==> config.mk <==
export PLATFORM = sky130hd
export DESIGN_NAME = adc_channel_scheduler
export DESIGN_NICKNAME = d
export VERILOG_FILES = /design/src/rtl/adc_channel_scheduler_pkg.sv /design/src/rtl/adc_channel_scheduler_rr_arbiter.sv /design/src/rtl/adc_channel_scheduler.sv
export SDC_FILE = /design/constraint.sdc
export NUM_CORES = 1
export LEC_CHECK = 0
export CORE_AREA = 3 3 68 70
export CTS_BUF_LIST = sky130_fd_sc_hd__clkbuf_16
export DETAILED_ROUTE_END_ITERATION = 16
export DIE_AREA = 0 0 71 73
export PLACE_DENSITY = 0.77
export REMOVE_ABC_BUFFERS = 1
export SYNTH_ARGS = -nofsm -noshare
export SYNTH_HDL_FRONTEND = slang
export SYNTH_SLANG_ARGS = --single-unit
==> constraint.sdc <==
create_clock -name clk -period 2.9 [get_ports clk]
set_clock_uncertainty 0.2 [all_clocks]
set_input_delay 0.87 -clock clk [delete_from_list [all_inputs] [get_ports clk]]
set_output_delay 0.87 -clock clk [all_outputs]
set_load 0.1 [all_outputs]
==> src/rtl/adc_channel_scheduler_pkg.sv <==
// Shared types and helpers for the ADC channel scheduler.
// Build option PRIORITY_CH0_EN (see adc_channel_scheduler.sv) does not affect this package.
package adc_sched_pkg;

  localparam int ADC_W_DEFAULT = 12;

  typedef enum logic [2:0] {
    IDLE   = 3'd0,
    SETTLE = 3'd1,
    START  = 3'd2,
    WAIT   = 3'd3,
    DONE   = 3'd4
  } sched_state_e;

  // Channel-index width; a single channel still needs one bit.
  function automatic int ch_idx_w(input int n);
    return (n < 2) ? 1 : $clog2(n);
  endfunction

endpackage

==> src/rtl/adc_channel_scheduler_rr_arbiter.sv <==
// Combinational round-robin arbiter: nearest requester after ptr wins.
// With PRIORITY_CH0_EN defined, a pending req[0] overrides the rotation.
module rr_arbiter #(
  parameter int NUM_CH = 4,
  parameter int CH_W   = 2
) (
  input  logic [NUM_CH-1:0] req,
  input  logic [CH_W-1:0]   ptr,
  output logic [NUM_CH-1:0] gnt,
  output logic [CH_W-1:0]   idx,
  output logic              any
);

  logic [CH_W:0]       shift_amt;
  logic [2*NUM_CH-1:0] rot;
  int                  off;

  // Doubling req lets one shift express the wrap-around search from ptr+1.
  always_comb begin
    shift_amt = {1'b0, ptr} + (CH_W+1)'(1);
    rot       = {req, req} >> shift_amt;
    off       = 0;
    any       = 1'b0;
    for (int j = NUM_CH - 1; j >= 0; j--) begin
      if (rot[j]) begin
        off = j;
        any = 1'b1;
      end
    end
    idx = CH_W'((int'(ptr) + 1 + off) % NUM_CH);
`ifdef PRIORITY_CH0_EN
    if (req[0]) begin
      idx = '0;
      any = 1'b1;
    end
`endif
  end

  generate
    for (genvar gi = 0; gi < NUM_CH; gi++) begin : g_onehot
      assign gnt[gi] = any && (idx == CH_W'(gi));
    end
  endgenerate

endmodule

==> src/rtl/adc_channel_scheduler.sv <==
// Shares one ADC among NUM_CH requesters: arbitrate, settle mux, convert, return tagged result.
// Define PRIORITY_CH0_EN to let channel 0 pre-empt the round-robin order.
module adc_channel_scheduler
  import adc_sched_pkg::*;
#(
  parameter int NUM_CH      = 4,
  parameter int ADC_W       = ADC_W_DEFAULT,
  parameter int SETTLE_CYC  = 16,
  parameter int TIMEOUT_CYC = 1000
) (
  input  logic                          clk,
  input  logic                          rst_n,
  input  logic [NUM_CH-1:0]             req,
  output logic [NUM_CH-1:0]             gnt,
  output logic [ch_idx_w(NUM_CH)-1:0]   adc_ch_sel,
  output logic                          adc_start,
  input  logic                          adc_done,
  input  logic [ADC_W-1:0]              adc_data,
  output logic                          res_valid,
  output logic [ch_idx_w(NUM_CH)-1:0]   res_ch,
  output logic [ADC_W-1:0]              res_data,
  output logic                          timeout_err,
  output logic [ch_idx_w(NUM_CH)-1:0]   err_ch,
  input  logic                          err_clr
);

  localparam int CH_W    = ch_idx_w(NUM_CH);
  localparam int CNT_MAX = (TIMEOUT_CYC > SETTLE_CYC) ? TIMEOUT_CYC : SETTLE_CYC;
  localparam int CNT_W   = $clog2(CNT_MAX + 1);

  localparam logic [CNT_W-1:0] SETTLE_LAST  = CNT_W'(SETTLE_CYC - 1);
  localparam logic [CNT_W-1:0] TIMEOUT_LAST = CNT_W'(TIMEOUT_CYC - 1);
  localparam logic [CH_W-1:0]  PTR_INIT     = CH_W'(NUM_CH - 1);

  sched_state_e      state_reg;
  logic [CNT_W-1:0]  cnt_reg;
  logic [CH_W-1:0]   ptr_reg;

  logic [NUM_CH-1:0] arb_gnt;
  logic [CH_W-1:0]   arb_idx;
  logic              arb_any;

  rr_arbiter #(
    .NUM_CH (NUM_CH),
    .CH_W   (CH_W)
  ) u_arb (
    .req (req),
    .ptr (ptr_reg),
    .gnt (arb_gnt),
    .idx (arb_idx),
    .any (arb_any)
  );

  // adc_ch_sel doubles as the registered winner for the whole conversion.
  always_ff @(posedge clk or negedge rst_n) begin
    if (!rst_n) begin
      state_reg   <= IDLE;
      cnt_reg     <= '0;
      ptr_reg     <= PTR_INIT;
      gnt         <= '0;
      adc_ch_sel  <= '0;
      adc_start   <= 1'b0;
      res_valid   <= 1'b0;
      res_ch      <= '0;
      res_data    <= '0;
      timeout_err <= 1'b0;
      err_ch      <= '0;
    end else begin
      adc_start <= 1'b0;
      res_valid <= 1'b0;
      // A timeout set below overrides this clear.
      if (err_clr) timeout_err <= 1'b0;

      case (state_reg)
        IDLE: begin
          if (arb_any) begin
            gnt        <= arb_gnt;
            adc_ch_sel <= arb_idx;
            cnt_reg    <= '0;
            state_reg  <= SETTLE;
          end
        end
        SETTLE: begin
          if (cnt_reg == SETTLE_LAST) begin
            cnt_reg   <= '0;
            adc_start <= 1'b1;
            state_reg <= START;
          end else begin
            cnt_reg <= cnt_reg + CNT_W'(1);
          end
        end
        START: begin
          cnt_reg   <= '0;
          state_reg <= WAIT;
        end
        WAIT: begin
          if (adc_done) begin
            res_valid <= 1'b1;
            res_data  <= adc_data;
            res_ch    <= adc_ch_sel;
            state_reg <= DONE;
          end else if (cnt_reg == TIMEOUT_LAST) begin
            timeout_err <= 1'b1;
            err_ch      <= adc_ch_sel;
            state_reg   <= DONE;
          end else begin
            cnt_reg <= cnt_reg + CNT_W'(1);
          end
        end
        DONE: begin
          gnt       <= '0;
          state_reg <= IDLE;
`ifdef PRIORITY_CH0_EN
          if (adc_ch_sel != '0) ptr_reg <= adc_ch_sel;
`else
          ptr_reg <= adc_ch_sel;
`endif
        end
        default: state_reg <= IDLE;
      endcase
    end
  end

endmodule
==> results.yml, run 1 <==
critical_path:
  crit_path_start_kind: "input pin"
  path_max_fanout: 3
  crit_type: "input pin to flip-flop"
  required_ns: 2.91
  cp.arrival_ns: 2.77
  regToRegSetupSlack_ns: 0.54
  end_kind: "flip-flop"
floorplanning:
  die_h_um: 73
  die_w_um: 71
  ioPinCount: 45
  core_area_sq_mm: 0.004029
  num_rows: 23
  dieArea_sq_mm: 0.005183
  start_util_pct: 49.72
finish:
  multi_input_area_sq_um: 977.2
  antenna-diode-count: 0
  largest_reg_flops: 12
  post-route-util_pct: 67.80
  seq_area_sq_mm: 0.001003
  fill_cells: 305
  drive_gt1_share_pct: 31.76
  nNetsFinal: 277
  area_growth_pct: 36.35
route:
  firstDrtPassIters: 4
  dr_total_vias: 1723
  post_drt_wl_per_cell_um: 15.12
  vias_per_cell: 5.649
  final_antenna_net_count: 0
  drt-initial-drc-count: 157
  drc: 0
  routed_wl_mm: 4.612
clock_tree:
  clock_latency_ns: 0.28
  cts_root_buf: "clkbuf_16"
  cts_max_path_buffers: 2
  post_cts_buffers: 0
  cts_buffers: 5
  cts_sinks: 40
  h-tree-depth: 2
  cts_tree: "yes"
  cts.clk_slew.worst_paths_ns: 0.06
  hold_buffers: 0
global_routing:
  grt_pass1_wl_mm: 7.610
  antenna_found_initial: 0
  gr-usage-met3_pct: 5.096
  first_global_vias: 1670
  grt_usage_pct: 18.58
  grt_max_degree: 28
  overflow: 0
  grt_util_met2_pct: 31.41
  grtUsageMet1_pct: 23.32
  busiest_layer: "met2"
timing:
  fin_crit_sh_pct: 94.96
  tightest_slew_ns: 0.6234
  slew_headroom_pct: 57.98
  setup_viol: 0
  fmax_mhz: 363.1
  final_max_slew_viol_count: 0
  setup_tns_ns: 0
  fin_crit_ns: 2.754
  whs_ns: 0.2730
  setup_ws_ns: 0.1460
  hold_violations: 0
place:
  portBuffers: 44
  dp.final_hpwl_mm: 3.338
  gp_congestion: 0.8247
  place_ws_ns: -0.2431
synth:
  synth-seq-cells: 40
  muxShareOfSynthArea_pct: 11.18
  async_reset_ff_share_pct: 100.0
  ys_types: 43
  yosys.area.top_type: "dfrtp_1"
  synthSimpleGateAreaFrac_pct: 17.49
  avgSynthCellArea_sq_um: 10.38
  ys.warnings.count: 0
  synth_edf_count: 0
  synth_adder_area_share_pct: 1.874
  synth_top_family_by_area: "simple AND/OR/NAND/NOR gates"
  ys.flop_type: "dfrtp_1"
  netlist_top_cells_area: "dfrtp_1 (47%), mux2_2 (11%), nand3_1 (4.5%)"
  synth-compound-area-share_pct: 15.80
  synth_top_area_share_pct: 47.47
  synth_cells: 193
  netlist_area_sq_mm: 0.002003
  synth-xor-area-share_pct: 0.8745
  synth_seq_area_share_pct: 50.09
power:
  power.total_mw: 3.384
  vdd_drop_max_mv: 0.5006
  power.density_mw_per_mm2: 1239
  p_leak_nw: 1.267
min_path:
  hp-class: "flip-flop to flip-flop"
job:
  maxCapViolCount: 0
outcome:
  outcome: "completed"
## final cells by class
cell class,instances,share of cell area (%)
clock buffer,5,4.581
clock inverter,3,1.557
inverter,6,0.8246
multi-input combinational,141,35.78
sequential,40,36.74
tap,50,2.290
timing repair buffer,60,18.23
## through the flow
step,area (sq um),cells
6_report,2731,305
5_1_grt,2731,305
4_1_cts,2695,305
3_5_place_dp,2527,297
3_3_place_gp,2527,297
2_1_floorplan,1972,187
## power breakdown
part           total, mW  leakage (nW)  internal [mW]  switching (mW)
registers          0.911         0.513          0.750           0.161
logic               1.86         0.673          0.505            1.35
clock network      0.614        0.0814          0.404           0.210
## path summary, 6_finish.rpt
path | start | end | cells past startpoint
setup / recovery | req[3] | gnt[0]$_DFFE_PN0P_ | 11
hold / removal | timeout_err$_DFF_PN0_ | timeout_err$_DFF_PN0_ | 1
setup reg to reg | ptr_reg[1]$_DFFE_PN1P_ | gnt[2]$_DFFE_PN0P_ | 10
hold reg to reg | timeout_err$_DFF_PN0_ | timeout_err$_DFF_PN0_ | 1
max in group asynchronous | rst_n | cnt_reg[1]$_DFFE_PN0P_ | 2
min in group asynchronous | rst_n | gnt[3]$_DFFE_PN0P_ | 1
## metal layers
layer / part of all wire (%) / up-vias / wire [um]
met2: 51 / 43 / 2342
met1: 43 / 840 / 2003
li1: - / 838 / -
met5: 0 / - / 0
met4: 0.67 / 0 / 31
met3: 5.1 / 2 / 235
## cell usage after synthesis (4+ instances only)
master	number
nor2_1	9
clkbuf_1	4
nand2_1	15
o31ai_1	5
dfrtp_1	38
a21oi_1	7
nand2b_1	4
nand3_1	18
mux2_2	19
nor2b_1	5
inv_1	6
nor3_1	7
o21ai_0	17
## logic make-up after synthesis
family | count (synthesis)
AND/OR/NAND/NOR | 69
AO/OA/AOI/OAI | 47
flip-flops | 40
multiplexers | 20
buffers and inverters | 12
adder cells (fa/ha/maj) | 3
XOR/XNOR | 2
## timing repair
| item | in CTS | in global routing |
|---|---|---|
| endpoints found under the hold margin | 0 | 0 |
| endpoints found under the setup margin | 0 | 5 |
| resized for setup | 0 | 9 |
## critical path, stage by stage
cell             delay, ns
clkdlybuf4s50_1       0.41
inv_1                 0.13
a2bb2oi_2             0.15
o32ai_1               0.09
o21ai_1               0.21
ha_2                  0.27
xor2_2                0.23
nand2_1               0.12
nor2_2                0.11
o21ai_0               0.10
nand3_1               0.07
## cell usage in the layout, fill, tap and decap left out, types with 2 or more instances in the layout
cell type        netlist  layout
nor3_1                 7       6
dfstp_2                2       2
o21ai_1                2       3
o31ai_1                5       5
a31oi_1                2       2
nand2_1               15      15
buf_4                  0      41
dfrtp_1               38      38
o41ai_1                3       3
inv_1                  6       6
a21oi_1                7       7
clkdlybuf4s50_1        0      16
clkbuf_16              0       5
nor2_1                 9       8
nand2b_1               4       4
nor2b_1                5       5
mux2_2                19      19
dlymetal6s2s_1         0       2
o21ai_0               17      16
nor4_1                 3       3
ha_1                   3       2
nand3_1               18      18
No activity file was read; power rests on OpenSTA's default activity.
==> run 2: changes to the inputs <==
- SLEW_MARGIN: unset -> 20
==> results of run 2 <==
No change in the layout: final DEF, timing and power equal those of run 1.
